**src/rtl/pkg_pack_if.sv**
```systemverilog
// pkg_pack_if: packet word stream toward the UART stage plus the fx
// register bus. master = packet assembler side, slave = its peer.
interface pkg_pack_if;
  logic [15:0] pkg_d;
  logic        pkg_vld;
  logic        pkg_rdy;
  logic        pkg_done;
  logic [21:0] fx_waddr;
  logic        fx_wr;
  logic [7:0]  fx_data;
  logic [21:0] fx_raddr;
  logic        fx_rd;
  logic [7:0]  fx_q;

  modport master (
    output pkg_d, pkg_vld, pkg_done, fx_q,
    input  pkg_rdy, fx_waddr, fx_wr, fx_data,
    input  fx_raddr, fx_rd
  );

  modport slave (
    input  pkg_d, pkg_vld, pkg_done, fx_q,
    output pkg_rdy, fx_waddr, fx_wr, fx_data,
    output fx_raddr, fx_rd
  );
endinterface

```
**src/rtl/pkg_pack.sv**
```systemverilog
// pkg_pack: snapshots eight smoothed channels and streams an 11-word
// framed packet (header, sequence, samples, checksum) to the UART stage.
module pkg_pack #(
  parameter logic [15:0] HDR   = 16'hEB90,
  parameter int unsigned NWORD = 11
) (
  input  logic        clk_sys,
  input  logic        rst,
  input  logic [15:0] sm1_data,
  input  logic [15:0] sm2_data,
  input  logic [15:0] sm3_data,
  input  logic [15:0] sm4_data,
  input  logic [15:0] sm5_data,
  input  logic [15:0] sm6_data,
  input  logic [15:0] sm7_data,
  input  logic [15:0] sm8_data,
  input  logic        sm_vld,
  input  logic [5:0]  dev_id,
  pkg_pack_if.master  bus
);

  localparam logic [3:0] LAST = 4'(NWORD - 1);

  typedef enum logic {IDLE, SEND} state_e;

  state_e      st_q;
  logic        vld_q;
  logic [15:0] d_q;
  logic [3:0]  idx_q;
  logic [15:0] chk_q;
  logic [15:0] seq_q;
  logic [15:0] smp_q [8];
  logic [15:0] smp_in [8];

  logic        en_q;
  logic [7:0]  dec_q;
  logic [7:0]  dcnt_q, dcnt_d;
  logic [7:0]  drop_q, drop_d;
  logic [7:0]  fxq_q;
  logic [7:0]  rdata;

  logic        wsel, rsel;
  logic        wr_ctrl, wr_dec, wr_drop;
  logic        due, xfer, last, cap;
  logic [3:0]  nidx;
  logic [2:0]  sidx;
  logic [15:0] nword;
  logic        unused_addr;

  always_comb begin
    smp_in[0] = sm1_data;
    smp_in[1] = sm2_data;
    smp_in[2] = sm3_data;
    smp_in[3] = sm4_data;
    smp_in[4] = sm5_data;
    smp_in[5] = sm6_data;
    smp_in[6] = sm7_data;
    smp_in[7] = sm8_data;
  end

  assign wsel    = bus.fx_wr && (bus.fx_waddr[21:16] == dev_id);
  assign rsel    = bus.fx_rd && (bus.fx_raddr[21:16] == dev_id);
  assign wr_ctrl = wsel && (bus.fx_waddr[7:0] == 8'h00);
  assign wr_dec  = wsel && (bus.fx_waddr[7:0] == 8'h01);
  assign wr_drop = wsel && (bus.fx_waddr[7:0] == 8'h04);

  assign unused_addr = ^{bus.fx_waddr[15:8], bus.fx_raddr[15:8]};

  assign due  = en_q && sm_vld && (dcnt_q == dec_q);
  assign xfer = (st_q == SEND) && bus.pkg_rdy;
  assign last = xfer && (idx_q == LAST);
  // the final-word cycle frees the buffer, so a due strobe there is kept
  assign cap  = due && ((st_q == IDLE) || last);

  assign nidx = idx_q + 4'd1;
  assign sidx = nidx[2:0] - 3'd2;

  always_comb begin
    nword = smp_q[sidx];
    if (nidx == 4'd1)
      nword = seq_q;
    else if (nidx == LAST)
      nword = chk_q;
  end

  always_comb begin
    dcnt_d = dcnt_q;
    if (wr_dec || (wr_ctrl && !bus.fx_data[0]))
      dcnt_d = '0;
    else if (en_q && sm_vld)
      dcnt_d = due ? 8'd0 : dcnt_q + 8'd1;
  end

  always_comb begin
    drop_d = drop_q;
    if (wr_drop)
      drop_d = '0;
    else if (due && !cap && (drop_q != 8'hFF))
      drop_d = drop_q + 8'd1;
  end

  always_comb begin
    rdata = '0;
    unique case (1'b1)
      bus.fx_raddr[7:0] == 8'h00: rdata = {7'd0, en_q};
      bus.fx_raddr[7:0] == 8'h01: rdata = dec_q;
      bus.fx_raddr[7:0] == 8'h02: rdata = seq_q[7:0];
      bus.fx_raddr[7:0] == 8'h03: rdata = seq_q[15:8];
      bus.fx_raddr[7:0] == 8'h04: rdata = drop_q;
      default:                    rdata = '0;
    endcase
  end

  always_ff @(posedge clk_sys) begin
    if (rst) begin
      en_q   <= 1'b0;
      dec_q  <= '0;
      dcnt_q <= '0;
      drop_q <= '0;
      fxq_q  <= '0;
    end else begin
      if (wr_ctrl) en_q <= bus.fx_data[0];
      if (wr_dec) dec_q <= bus.fx_data;
      dcnt_q <= dcnt_d;
      drop_q <= drop_d;
      fxq_q  <= rsel ? rdata : 8'd0;
    end
  end

  always_ff @(posedge clk_sys) begin
    if (rst) begin
      st_q  <= IDLE;
      vld_q <= 1'b0;
      d_q   <= '0;
      idx_q <= '0;
      chk_q <= '0;
      seq_q <= '0;
      smp_q <= '{default: '0};
    end else begin
      if (last) seq_q <= seq_q + 16'd1;
      if (cap) begin
        st_q  <= SEND;
        vld_q <= 1'b1;
        d_q   <= HDR;
        idx_q <= '0;
        chk_q <= '0;
        smp_q <= smp_in;
      end else begin
        unique case (st_q)
          IDLE: begin
            vld_q <= 1'b0;
          end
          SEND: begin
            if (last) begin
              st_q  <= IDLE;
              vld_q <= 1'b0;
              d_q   <= '0;
            end else if (xfer) begin
              idx_q <= nidx;
              d_q   <= nword;
              if (nidx != LAST) chk_q <= chk_q + nword;
            end
          end
          default: st_q <= IDLE;
        endcase
      end
    end
  end

  assign bus.pkg_d    = d_q;
  assign bus.pkg_vld  = vld_q;
  assign bus.pkg_done = last;
  assign bus.fx_q     = fxq_q;

endmodule

```
**src/flat_wrapper.sv**
```systemverilog
// flat-port wrapper written by rule: the top's interface ports become plain ports
module pkg_pack_flat 
#(
  parameter logic [15:0] HDR   = 16'hEB90,
  parameter int unsigned NWORD = 11
)
  (clk_sys, rst, sm1_data, sm2_data, sm3_data, sm4_data, sm5_data, sm6_data, sm7_data, sm8_data, sm_vld, dev_id, bus_pkg_d, bus_pkg_vld, bus_pkg_done, bus_fx_q, bus_pkg_rdy, bus_fx_waddr, bus_fx_wr, bus_fx_data, bus_fx_raddr, bus_fx_rd);
  pkg_pack_if bus_i ();
  input  logic clk_sys;
  input  logic rst;
  input  logic [15:0] sm1_data;
  input  logic [15:0] sm2_data;
  input  logic [15:0] sm3_data;
  input  logic [15:0] sm4_data;
  input  logic [15:0] sm5_data;
  input  logic [15:0] sm6_data;
  input  logic [15:0] sm7_data;
  input  logic [15:0] sm8_data;
  input  logic sm_vld;
  input  logic [5:0] dev_id;
  output wire logic [$bits(bus_i.pkg_d)-1:0] bus_pkg_d;
  output wire logic [$bits(bus_i.pkg_vld)-1:0] bus_pkg_vld;
  output wire logic [$bits(bus_i.pkg_done)-1:0] bus_pkg_done;
  output wire logic [$bits(bus_i.fx_q)-1:0] bus_fx_q;
  input wire logic [$bits(bus_i.pkg_rdy)-1:0] bus_pkg_rdy;
  input wire logic [$bits(bus_i.fx_waddr)-1:0] bus_fx_waddr;
  input wire logic [$bits(bus_i.fx_wr)-1:0] bus_fx_wr;
  input wire logic [$bits(bus_i.fx_data)-1:0] bus_fx_data;
  input wire logic [$bits(bus_i.fx_raddr)-1:0] bus_fx_raddr;
  input wire logic [$bits(bus_i.fx_rd)-1:0] bus_fx_rd;
  assign bus_pkg_d = bus_i.pkg_d;
  assign bus_pkg_vld = bus_i.pkg_vld;
  assign bus_pkg_done = bus_i.pkg_done;
  assign bus_fx_q = bus_i.fx_q;
  assign bus_i.pkg_rdy = bus_pkg_rdy;
  assign bus_i.fx_waddr = bus_fx_waddr;
  assign bus_i.fx_wr = bus_fx_wr;
  assign bus_i.fx_data = bus_fx_data;
  assign bus_i.fx_raddr = bus_fx_raddr;
  assign bus_i.fx_rd = bus_fx_rd;
  pkg_pack #(.HDR(HDR), .NWORD(NWORD)) u_core (.clk_sys(clk_sys), .rst(rst), .sm1_data(sm1_data), .sm2_data(sm2_data), .sm3_data(sm3_data), .sm4_data(sm4_data), .sm5_data(sm5_data), .sm6_data(sm6_data), .sm7_data(sm7_data), .sm8_data(sm8_data), .sm_vld(sm_vld), .dev_id(dev_id), .bus(bus_i));
endmodule
```
**config.mk**
```make
export PLATFORM = sky130hd
export DESIGN_NAME = pkg_pack_flat
export DESIGN_NICKNAME = d
export VERILOG_FILES = /design/src/rtl/pkg_pack_if.sv /design/src/rtl/pkg_pack.sv /design/src/flat_wrapper.sv
export SDC_FILE = /design/constraint.sdc
export NUM_CORES = 1
export LEC_CHECK = 0
export ABC_AREA = 1
export CORE_MARGIN = 4
export CORE_UTILIZATION = 55
export DETAILED_ROUTE_END_ITERATION = 8
export DONT_BUFFER_PORTS = 1
export PLACE_DENSITY = 0.69
export RECOVER_POWER = 25
export SLEW_MARGIN = 20
export SYNTH_ARGS = -nofsm -noshare
export SYNTH_HDL_FRONTEND = slang
export SYNTH_SLANG_ARGS = --single-unit
```
**constraint.sdc**
```tcl
create_clock -name clk_sys -period 6.8 [get_ports clk_sys]
set_clock_uncertainty 0.05 [all_clocks]
set_input_delay 1.36 -clock clk_sys [delete_from_list [all_inputs] [get_ports clk_sys]]
set_output_delay 1.36 -clock clk_sys [all_outputs]
set_load 0.005 [all_outputs]
```
# ---- Word level (Yosys, flattened, before mapping)
# Index checks and enable logic that the tools add are counted.
dict set report classes {
  n_lt_le_gt_ge 1
  bitwise_logic 4
  eq_ne 15
  addsub 6
  reduce_logical 30
  mux 17
}
# cell count
set op_table {}
lappend op_table {{$mux W16} 8}
lappend op_table {{$bmux W16 S3} 1}
lappend op_table {{$pmux W8 S5} 1}
lappend op_table {{$add A16 B1 Y16 const B} 1}
lappend op_table {{$add A16 B16 Y16} 1}
lappend op_table {{$add A8 B1 Y8 const B} 2}
lappend op_table {{$eq A8 B1 Y1 const B} 2}
lappend op_table {{$eq A8 B2 Y1 const B} 2}
lappend op_table {{$eq A8 B3 Y1 const B} 2}
lappend op_table {{$logic_not A8 Y1} 2}
lappend op_table {{$logic_and A1 B1 Y1} 13}
lappend op_table {{$eq A6 B6 Y1} 2}
lappend op_table {{$eq A4 B4 Y1 const B} 2}
lappend op_table {{$eq A8 B8 Y1} 1}
lappend op_table {{$mux W8} 1}
lappend op_table {{$ne A8 B8 Y1 const B} 1}
lappend op_table {{$reduce_or A2 Y1} 4}
lappend op_table {{$mux W1} 5}
lappend op_table {{$add A4 B1 Y4 const B} 1}
lappend op_table {{$eq A4 B1 Y1 const B} 1}
lappend op_table {{$ge A4 B4 Y1 const B} 1}
lappend op_table {{$ne A4 B4 Y1 const B} 1}
lappend op_table {{$not A3 Y4} 1}
lappend op_table {{$reduce_and A2 Y1} 2}
lappend op_table {{other kinds (10)} 15}
dict set report word_totals {
  output_inout_bits 26
  elab_cells 93
  reg_bits 215
  in_bits 192
}

# ---- Depth between registers and ports, before layout
# Gate-level depths: netlist (run 1).
dict set report depth {
  ltp_word 12
  depth_mapped 24
  mapped_depth_nobuf 23
}

# ---- Least setup slack after synthesis (run 1)
# Ideal clock, no wire load.
dict set report synth_path {
  path_kind {reg2reg}
  from {register u_core.idx_q[0]}
  to {register u_core.chk_q[12]}
  synth_period_minus_slack_ns 3.614
  setup_time_ns 0.070
  path_stages_with_launch 21
  setup_slack_ns 3.186
  n_path_buf 3
  arrival_time_ns 3.495
  cell_sequence {dfxtp_1 > inv_1 > buf_2 > buf_2 > ha_1 > clkinv_1 > nand3_1 > nand2_1 > inv_1 > buf_1 > nand2_1 > nand3_1 > a21boi_0 > ha_1 > fa_1 > nand3_1 > nand2_1 > a21oi_1 > o21ai_0 > xor2_1 > a21oi_1}
}
dict set report synth_via {
  elab_chain_cells 9
}
# element line_no
set synth_rtl {}
lappend synth_rtl {{start, declared} pkg_pack.sv:29} ;# logic [3:0] idx_q;
lappend synth_rtl {{start signal, assigned} pkg_pack.sv:159} ;# idx_q <= nidx;
lappend synth_rtl {{$add A4 B1 Y4 *} pkg_pack.sv:75} ;# assign nidx = idx_q + 4'd1;
lappend synth_rtl {{net u_core.nidx[0]} pkg_pack.sv:45} ;# logic [3:0] nidx;
lappend synth_rtl {{$sub A3 B2 Y3} pkg_pack.sv:76} ;# assign sidx = nidx[2:0] - 3'd2;
lappend synth_rtl {{$not A3 Y4 (implied by the code)} pkg_pack.sv:79} ;# nword = smp_q[sidx];
lappend synth_rtl {{$bmux W16 S3} pkg_pack.sv:79}
lappend synth_rtl {{$mux W16 (implied by the code) (2 in a row)} pkg_pack.sv:79}
lappend synth_rtl {{$mux W16} pkg_pack.sv:82} ;# else if (nidx == LAST)
lappend synth_rtl {{$mux W16} pkg_pack.sv:80} ;# if (nidx == 4'd1)
lappend synth_rtl {{$add A16 B16 Y16} pkg_pack.sv:161} ;# if (nidx != LAST) chk_q <= chk_q + nword;
lappend synth_rtl {{end signal, assigned} pkg_pack.sv:161}
lappend synth_rtl {{end, declared} pkg_pack.sv:30} ;# logic [15:0] chk_q;
# The timed path passes the listed nets; every way through them passes the cells marked *. The select of a mux whose other input is x is not followed.
# A chain may end at the register's enable or synchronous reset.

# ---- Final worst setup path (run 1)
dict set report layout_path {
  from {register u_core.idx_q[0]}
  to {register u_core.chk_q[14]}
}
# The elaborated chain is that of the path after synthesis.

==> results of run 1 <==
## through the flow
| step | worst slack, ns | power (mW) |
|---|---|---|
| CTS | 1.13 | 2.64 |
| global placement | 1.25 | 1.34 |
| global route | 0.684 | 2.70 |
| finish | 1.05 | 2.61 |
| floorplan | 3.19 | 1.33 |
| detailed placement | 1.15 | 1.34 |
## path summary, 6_finish.rpt
kind,end,slack [ns],cells past startpoint
worst max-delay path,u_core.chk_q[14],1.05,18
worst min-delay path,u_core.seq_q[15],0.42,2
worst max register to register,u_core.chk_q[14],1.05,18
worst min register to register,u_core.seq_q[15],0.42,2
## placed cells by master (no fill, tap or decap), types with 18 or more instances in the layout
cell and n:
nor3_1 23, nor2_1 321, nand4_1 19, inv_1 121, nand2_1 289, dfxtp_1 214, a21oi_1 102, or2_2 18
o21ai_0 143, ha_1 23, o21ai_1 41, nand3_1 77, clkbuf_16 25
## per-layer routing
metal | routed length [µm] | part of all wire
met1 | 13800 | 0.45
met4 | 812 | 0.027
met5 | 13 | 0.00043
met2 | 14100 | 0.46
met3 | 1860 | 0.061
## cells by family (layout without fill, tap and decap cells)
family	after synthesis	count (layout)	synth area share
AOI/OAI and AO/OA	360	360	0.176
xor gates and xnor gates	20	20	0.0156
adders and majority gates	24	24	0.0274
buffers and inverters	204	182	0.0907
DFF	215	215	0.383
muxes	15	15	0.0134
other	0	3	0
and+or+nand+nor	781	781	0.294
## area by class of cell
type | count | area, µm² | share of cell area
Timing Repair Buffer | 10 | 71.3 | 0.00599
Clock inverter | 6 | 47.5 | 0.00399
Sequential cell | 215 | 4310 | 0.362
Tap cell | 270 | 338 | 0.0284
Clock buffer | 40 | 762 | 0.0640
Inverter | 126 | 475 | 0.0399
Multi-Input combinational cell | 1200 | 5900 | 0.496
Antenna cell | 3 | 7.51 | 0.000630
## flip-flops by register name, summed over array words and instances (netlist names), 4 cells and up
register / cells
u_core.drop_q: 8
u_core.seq_q: 16
u_core.smp_q: 128
u_core.bus.fx_q: 8
u_core.dcnt_q: 8
u_core.dec_q: 8
u_core.idx_q: 4
u_core.bus.pkg_d: 16
u_core.chk_q: 16
## power by group
part	internal, mW	total (mW)	switching [mW]
Combinational	0.0164	0.0566	0.0401
Clock	0.769	1.30	0.528
Sequential	1.26	1.26	0.0000247
Total	2.05	2.61	0.568
## worst min-delay path: stages, from the launching register on
cell and delay, ns:
dfxtp_1 0.31, nand2_1 0.06, a21oi_1 0.06
==> run_results.csv, run 1 <==
group,metric,value,unit
status,status,"finished, violations left",
status,violations,"capacitance limit, slew limit",
grt,gr-total-overflow,0,
timing,post-route-period-util,0.846,
floorplan,initial_core_util,0.557,
timing,setup_violations,0,
final_layout,layout-drive-gt1-share,0.0520,
worst_setup_path,cp_slowest_stage_delay,0.83,ns
worst_setup_path,cp_top_family,"compound AO/OA/AOI/OAI gates",
final_layout,fin_nets,1794,
yosys,synth_top_flop_cell,"dfxtp_1",
worst_setup_path,cp.required,7.21,ns
yosys,ys.warnings.count,0,
yosys,avgSynthCellArea,6.94,µm²
drt,via_per_inst,5.54,
worst_setup_path,cp-startpoint,"u_core.idx_q[0]",
timing,maxSlewHeadroom,-0.509,
timing,setup_tns,0,ns
timing,fmax,174,MHz
yosys,netlist_top_cells_count,"nor2_1, nand2_1, dfxtp_1, o21ai_0, inv_1",
cts,cts_buffer_depth,3,
grt,grt_pass1_wl,47600,µm
floorplan,rows,52,
worst_setup_path,cp_slowest_cell,"ha_1",
grt,busiest_layer,"met2",
worst_setup_path,worst_ep_arrival_time,6.17,ns
hold_path,hold_start,"u_core.seq_q[15]",
cts,cts_setup_buffers,0,
floorplan,core_area,20200,µm²
grt,use_met1,0.354,
grt,grt_max_degree,131,
cts,clockRootBuffer,"clkbuf_16",
timing,worst_pin_slew,2.26,ns
yosys,synth_seq_cells,215,
pwr,vdd_drop_max,191,µV
placed_design,gp_congestion,0.910,
yosys,synth-edff-count,0,
placed_design,hpwl,22200,µm
final_layout,fin_util,0.590,
cts,ctsHtreeMaxLevel,1,
yosys,asyncSetResetFlopFracSynth,0,
drt,drt_first_iter_violations,663,
yosys,syn_inst,1619,
pwr,leakagePower,4.69,nW
yosys,synth_most_common_cell,"nor2_1",
cts,clk_latency,0.53,ns
worst_setup_path,r2r-start,"u_core.idx_q[0]",
worst_setup_path,crit_path_start_kind,"register",
yosys,ys_types,50,
placed_design,place_inst,1821,
final_layout,stdcell_area,11900,µm²
cts,postCtsHoldBufs,0,
grt,met3_usage,0.0485,
final_layout,final_cells,1870,
drt,wl_per_cell,16.3,µm
cts,clkTransAtPathRegs,0.06,ns
timing,finalCriticalPeriod,5.75,ns
yosys,synth_top_area_cell,"dfxtp_1",
drt,drt_pre_antenna_iters,5,
drt,ant_nets,0,
timing,rsz0062_at_grt,"false",
cts,cts_sinks,215,
worst_setup_path,cp-end-kind,"register",
floorplan,ios,218,
cts,numCtsBuffers,25,
floorplan,die_h,151,µm
final_layout,areaGrowthSynthToFinish,5.97,%
drt,vias,10400,
worst_setup_path,crit_type,"register to register",
yosys,ys_seq_area_frac,0.383,
cts,cts_tree,"done",
grt,grt_pass1_vias,9363,
floorplan,dieArea,22800,µm²
worst_setup_path,cp_cell_sequence,"inv_1 -> ha_1 -> clkinv_1 -> nand3_1 -> inv_1 -> a22oi_1 -> nand3_1 -> a21boi_0 -> ha_1 -> a21oi_1 -> o21ai_0 -> nand2_1 -> nand3_1 -> nand2_1 -> inv_1 -> o21ai_0 -> nand2_1 -> a21oi_1",
timing,hold_violations,0,
yosys,netlist_area,11200,µm²
hold_path,hold_class,"register to register",
grt,met2_usage,0.417,
job,drv_cap,1,
pwr,power_density,219,nW/µm²
worst_setup_path,critPathMaxFanout,33,
yosys,synth_area_leaders,"dfxtp_1, nor2_1, nand2_1",
worst_setup_path,crit_buf_inv,4,
cts,post_cts_resize_count,0,
drt,wl,30600,µm
timing,maxSlewViolCount,52,
floorplan,die_x,151,µm
timing,timing.hold.ws,0.418,ns
placed_design,postPlaceCellArea,11100,µm²
yosys,synth.net_count,1835,
grt,track_usage,0.259,
drt,drc,0,
grt,antenna_found_initial,4,
final_layout,fill_cells,1965,
yosys,yosysTopAreaCellShare,0.383,
placed_design,port_buffers,0,
No activity file was read; power rests on OpenSTA's default activity.
==> inputs of run 2 (changes only) <==
--- a/config.mk
+++ b/config.mk
@@ -5,7 +5,7 @@
 export SDC_FILE = /design/constraint.sdc
 export NUM_CORES = 1
 export LEC_CHECK = 0
-export ABC_AREA = 1
+export ABC_AREA = 0
 export CORE_MARGIN = 4
 export CORE_UTILIZATION = 55
 export DETAILED_ROUTE_END_ITERATION = 8
==> constraint.sdc (replaced) <==
create_clock -name clk_sys -period 5.5 [get_ports clk_sys]
set_clock_uncertainty 0.05 [all_clocks]
set_input_delay 1.1 -clock clk_sys [delete_from_list [all_inputs] [get_ports clk_sys]]
set_output_delay 1.1 -clock clk_sys [all_outputs]
set_load 0.005 [all_outputs]
==> run_results.csv, run 2 <==
group,metric,value,unit
status,status,"finished clean",
drt,ant_nets,0,
placed_design,gp_congestion,0.883,
timing,maxSlewViolCount,0,
worst_setup_path,crit_buf_inv,2,
hold_path,holdPathStages,2,
floorplan,die_h,144,µm
worst_setup_path,cp_top_family,"compound AO/OA/AOI/OAI gates",
timing,finalCriticalPeriod,4.79,ns
worst_setup_path,cp-end-kind,"register",
yosys,synth_seq_cells,215,
pwr,vdd_drop_max,209,µV
final_layout,fin_nets,1423,
cts,cts_tree,"done",
grt,gr-total-overflow,0,
yosys,ys.warnings.count,0,
cts,clk_latency,0.52,ns
yosys,netlist_top_cells_count,"nand2_1, dfxtp_1, a21oi_1, nor2_1, clkbuf_1",
timing,finalWorstSetupSlack,0.713,ns
worst_setup_path,crit_top_cell,"a21oi_1",
drt,wl_per_cell,17.9,µm
final_layout,layout_common_cells,"nand2_1, dfxtp_1, a21oi_1",
grt,grt_pass1_vias,8002,
final_layout,num_antenna_cells,0,
final_layout,layout-drive-gt1-share,0.0662,
yosys,asyncSetResetFlopFracSynth,0,
worst_setup_path,crit_type,"register to register",
final_layout,largest_reg_flops,128,
yosys,netlist_area,10200,µm²
final_layout,layout_commonest_cell,"nand2_1",
yosys,synth_area_leaders,"dfxtp_1, nand2_1, a21oi_1",
drt,drc,0,
drt,vias,8434,
worst_setup_path,worst_ep_arrival_time,5.17,ns
grt,grt_max_degree,161,
worst_setup_path,cp_cell_sequence,"inv_1 -> ha_1 -> buf_4 -> o211ai_1 -> nand3_1 -> o21ai_0 -> a21oi_1 -> ha_1 -> a21o_1 -> a21oi_1 -> o21ai_1 -> a211oi_1 -> a31oi_1 -> xor2_1 -> or3_1 -> a21oi_1",
worst_setup_path,rr_worst_depth,16,
timing,rsz0062_at_grt,"false",
grt,grt_pass1_wl,41100,µm
timing,maxSlewHeadroom,0.0866,
yosys,synth_top_flop_cell,"dfxtp_1",
yosys,synth_most_common_cell,"nand2_1",
worst_setup_path,cp.required,5.88,ns
timing,post-route-period-util,0.870,
yosys,synth_top_family_by_area,"simple AND/OR/NAND/NOR gates",
yosys,syn_inst,1245,
worst_setup_path,critPathMaxFanout,25,
cts,cts_setup_buffers,0,
final_layout,seq_area,4300,µm²
grt,track_usage,0.246,
final_layout,largest_register,"u_core.smp_q",
floorplan,ios,218,
placed_design,postPlaceCellArea,10300,µm²
floorplan,initial_core_util,0.565,
drt,drt_first_iter_violations,495,
cts,ctsHtreeMaxLevel,1,
yosys,synth_xor_area_frac,0.0522,
yosys,ys_seq_area_frac,0.421,
placed_design,port_buffers,0,
final_layout,stdcell_area,11000,µm²
yosys,synth_compound_area_frac,0.168,
floorplan,rows,49,
final_layout,multi_input_area,5490,µm²
yosys,synth_top_area_cell,"dfxtp_1",
pwr,leakagePower,3.82,nW
final_layout,areaGrowthSynthToFinish,7.84,%
floorplan,die_x,144,µm
grt,antenna_found_initial,0,
floorplan,core_area,18100,µm²
worst_setup_path,worstReg2RegEnd,"u_core.chk_q[15]",
yosys,synth_simple_gate_area_frac,0.204,
worst_setup_path,crit_path_start_kind,"register",
yosys,avgSynthCellArea,8.21,µm²
timing,fmax,209,MHz
yosys,synth-edff-count,0,
cts,postCtsHoldBufs,0,
drt,wl,26000,µm
placed_design,dp_slack,0.850,ns
yosys,ys_types,60,
worst_setup_path,cp_slowest_stage_delay,0.73,ns
worst_setup_path,cp_slowest_cell,"ha_1",
pwr,total_power,3.20,mW
hold_path,hold_start,"u_core.smp_q[8]",
timing,worst_pin_slew,1.36,ns
worst_setup_path,r2r-start,"u_core.idx_q[0]",
cts,numCtsBuffers,23,
hold_path,hold_class,"register to register",
cts,clkTransAtPathRegs,0.07,ns
worst_setup_path,r2r_setup_slack,0.71,ns
job,drv_cap,0,
floorplan,dieArea,20800,µm²
hold_path,hold_end,"u_core.smp_q[8]",
cts,clockRootBuffer,"clkbuf_16",
timing,setup_tns,0,ns
yosys,yosysTopAreaCellShare,0.421,
pwr,power_density,290,nW/µm²
placed_design,hpwl,18800,µm
drt,drt_pre_antenna_iters,6,
yosys,synth_adder_area_share,0.0301,
yosys,synthMuxAreaShare,0.0860,
timing,hold_violations,0,
cts,post_cts_resize_count,0,
drt,via_per_inst,5.81,
final_layout,fill_cells,1631,
cts,cts_buffer_depth,3,
timing,setup_violations,0,
cts,cts_sinks,215,
final_layout,fin_util,0.609,
yosys,synth.net_count,1461,
## run 2: worst max path at each step
stage / startpoint / to / cells after the start
floorplan: u_core.idx_q[0] / u_core.chk_q[15] / 18
global placement: u_core.idx_q[1] / u_core.chk_q[15] / 16
detailed placement: u_core.idx_q[1] / u_core.chk_q[15] / 16
CTS: u_core.idx_q[1] / u_core.chk_q[15] / 16
global route: u_core.idx_q[0] / u_core.chk_q[15] / 16
finish: u_core.idx_q[0] / u_core.chk_q[15] / 16
## run 2: layer usage
| layer | vias to the layer above | track usage | wire (µm) |
|---|---|---|---|
| li1 | 4223 | - | - |
| met1 | 3901 | 0.347 | 11700 |
| met2 | 266 | 0.391 | 11900 |
| met3 | 44 | 0.0460 | 1770 |
| met4 | 0 | 0.0643 | 647 |
| met5 | - | 0 | 0 |
## run 2: worst register-to-register path, cell delays in order, from the launching register on
cell	delay (ns)
dfxtp_1	0.38
inv_1	0.26
ha_1	0.73
buf_4	0.37
o211ai_1	0.14
nand3_1	0.12
o21ai_0	0.10
a21oi_1	0.35
ha_1	0.30
a21o_1	0.18
a21oi_1	0.25
o21ai_1	0.19
a211oi_1	0.48
a31oi_1	0.18
xor2_1	0.19
or3_1	0.31
a21oi_1	0.14
## run 2: report_power, final
part | switching, mW | internal, mW | leakage, nW
clock | 0.639 | 0.981 | 0.395
combinational | 0.0104 | 0.00882 | 1.69
sequential | 0.0000110 | 1.56 | 1.73
total | 0.649 | 2.55 | 3.82
## run 2: logic make-up after synthesis
family                     count (synthesis)
muxes                                     61
adders and majority gates                 24
and+or+nand+nor                          490
AOI/OAI and AO/OA                        308
DFF                                      215
xor gates and xnor gates                  60
buffers and inverters                     87
## run 2: final cells by class
| cell class | count | area share |
|---|---|---|
| Clock buffer | 31 | 0.0595 |
| Clock inverter | 10 | 0.0129 |
| Inverter | 12 | 0.00409 |
| Multi-Input combinational cell | 943 | 0.499 |
| Sequential cell | 215 | 0.391 |
| Tap cell | 229 | 0.0260 |
| Timing Repair Buffer | 12 | 0.00818 |
## run 2: stage by stage
stage / instances / hold WS (ns)
6_report: 1452 / 0.398
5_1_grt: 1452 / 0.413
4_1_cts: 1452 / 0.398
3_5_place_dp: 1411 / 0.391
3_3_place_gp: 1411 / 0.385
2_1_floorplan: 1245 / 0.378
==> inputs of run 3 (changes only) <==
--- a/config.mk
+++ b/config.mk
@@ -8,6 +8,7 @@
 export ABC_AREA = 0
 export CORE_MARGIN = 4
 export CORE_UTILIZATION = 55
+export CTS_BUF_LIST = sky130_fd_sc_hd__clkbuf_2
 export DETAILED_ROUTE_END_ITERATION = 8
 export DONT_BUFFER_PORTS = 1
 export PLACE_DENSITY = 0.69
==> run_results.csv, run 3 (synthesis results as in run 2) <==
group,metric,value,unit
cts,cts_setup_buffers,0,
worst_setup_path,critPathMaxFanout,25,
cts,cts_buffer_depth,3,
grt,grt_pass1_wl,41400,µm
cts,clkTransAtPathRegs,0.11,ns
job,drv_cap,0,
drt,drt_pre_antenna_iters,5,
floorplan,rows,49,
drt,wl_per_cell,17.2,µm
floorplan,initial_core_util,0.565,
worst_setup_path,crit_type,"register to register",
placed_design,hpwl,18800,µm
final_layout,fin_nets,1454,
worst_setup_path,crit_path_start_kind,"register",
cts,cts_tree,"done",
final_layout,areaGrowthSynthToFinish,4.72,%
drt,wl,26100,µm
final_layout,layout_commonest_cell,"nand2_1",
final_layout,layout_common_cells,"nand2_1, dfxtp_1, a21oi_1",
timing,hold_violations,0,
placed_design,gp_congestion,0.883,
timing,rsz0062_at_grt,"false",
worst_setup_path,cp_cell_sequence,"inv_1 -> ha_1 -> buf_4 -> o211ai_1 -> nand3_1 -> o21ai_0 -> a21oi_1 -> ha_1 -> a21o_1 -> a21oi_1 -> o21ai_1 -> a211oi_1 -> a31oi_1 -> xor2_1 -> or3_1 -> a21oi_1",
worst_setup_path,crit_buf_inv,2,
timing,timing.hold.ws,0.309,ns
worst_setup_path,crit_top_cell,"a21oi_1",
timing,finalCriticalPeriod,4.78,ns
timing,maxSlewHeadroom,0.0989,
grt,track_usage,0.248,
grt,grt_max_degree,161,
cts,clockRootBuffer,"clkbuf_2",
worst_setup_path,cp_slowest_cell,"ha_1",
floorplan,ios,218,
status,status,"finished clean",
timing,post-route-period-util,0.870,
cts,ctsHtreeMaxLevel,2,
placed_design,port_buffers,0,
drt,vias,8597,
grt,grt_pass1_vias,8211,
worst_setup_path,cp_slowest_stage_delay,0.73,ns
drt,ant_nets,0,
floorplan,die_h,144,µm
final_layout,fill_cells,1714,
drt,via_per_inst,5.69,
worst_setup_path,cp-end-kind,"register",
worst_setup_path,r2r_setup_slack,0.72,ns
cts,numCtsBuffers,54,
cts,post_cts_resize_count,0,
timing,fmax,209,MHz
final_layout,largest_register,"u_core.smp_q",
cts,postCtsHoldBufs,0,
final_layout,final_cells,1512,
timing,worst_pin_slew,1.34,ns
timing,setup_tns,0,ns
floorplan,die_x,144,µm
grt,antenna_found_initial,1,
drt,drc,0,
pwr,power_density,242,nW/µm²
pwr,total_power,2.59,mW
drt,drt_first_iter_violations,530,
final_layout,largest_reg_flops,128,
final_layout,layout-drive-gt1-share,0.0921,
pwr,vdd_drop_max,162,µV
worst_setup_path,cp_top_family,"compound AO/OA/AOI/OAI gates",
placed_design,place_inst,1411,
grt,gr-total-overflow,0,
cts,cts_sinks,215,
timing,setup_violations,0,
worst_setup_path,cp.required,6.18,ns
pwr,leakagePower,3.76,nW
timing,maxSlewViolCount,0,
floorplan,dieArea,20800,µm²
hold_path,hold_class,"input port to register",
final_layout,fin_util,0.591,
cts,clk_latency,0.85,ns
floorplan,core_area,18100,µm²
worst_setup_path,worst_ep_arrival_time,5.46,ns
-- run 3: layout make-up --
cell class | instances | area [µm²] | share of cell area
Timing Repair Buffer | 12 | 90.1 | 0.00842
Inverter | 12 | 45.0 | 0.00421
Antenna cell | 2 | 5.00 | 0.000468
Sequential cell | 215 | 4300 | 0.402
Tap cell | 229 | 287 | 0.0268
Multi-Input combinational cell | 943 | 5500 | 0.514
Clock inverter | 29 | 119 | 0.0111
Clock buffer | 70 | 350 | 0.0327
-- run 3: per-layer routing --
metal  global-route usage  wire length [µm]
met1                0.342             11700
met2                0.388             11900
met3               0.0585              1920
met4               0.0781               586
met5                    0                 0
-- run 3: final timing paths --
kind                        start                to  depth (start not counted)
setup / recovery  u_core.idx_q[0]  u_core.chk_q[15]                         16
hold / removal                rst  u_core.seq_q[11]                          1
setup reg to reg  u_core.idx_q[0]  u_core.chk_q[15]                         16
hold reg to reg   u_core.smp_q[6]   u_core.smp_q[6]                          2
-- run 3: power breakdown --
| part | internal, mW | switching (mW) |
|---|---|---|
| registers | 1.56 | 0.0000108 |
| logic | 0.00882 | 0.0104 |
| clock network | 0.358 | 0.653 |
| total | 1.92 | 0.663 |
-- run 3: stage by stage --
| step | area [µm²] | worst slack [ns] |
|---|---|---|
| 3_5_place_dp | 10300 | 0.850 |
| 5_1_grt | 10700 | 0.202 |
| 6_report | 10700 | 0.717 |
| 3_3_place_gp | 10300 | 0.848 |
| 4_1_cts | 10700 | 0.771 |
| 2_1_floorplan | 10200 | 1.32 |
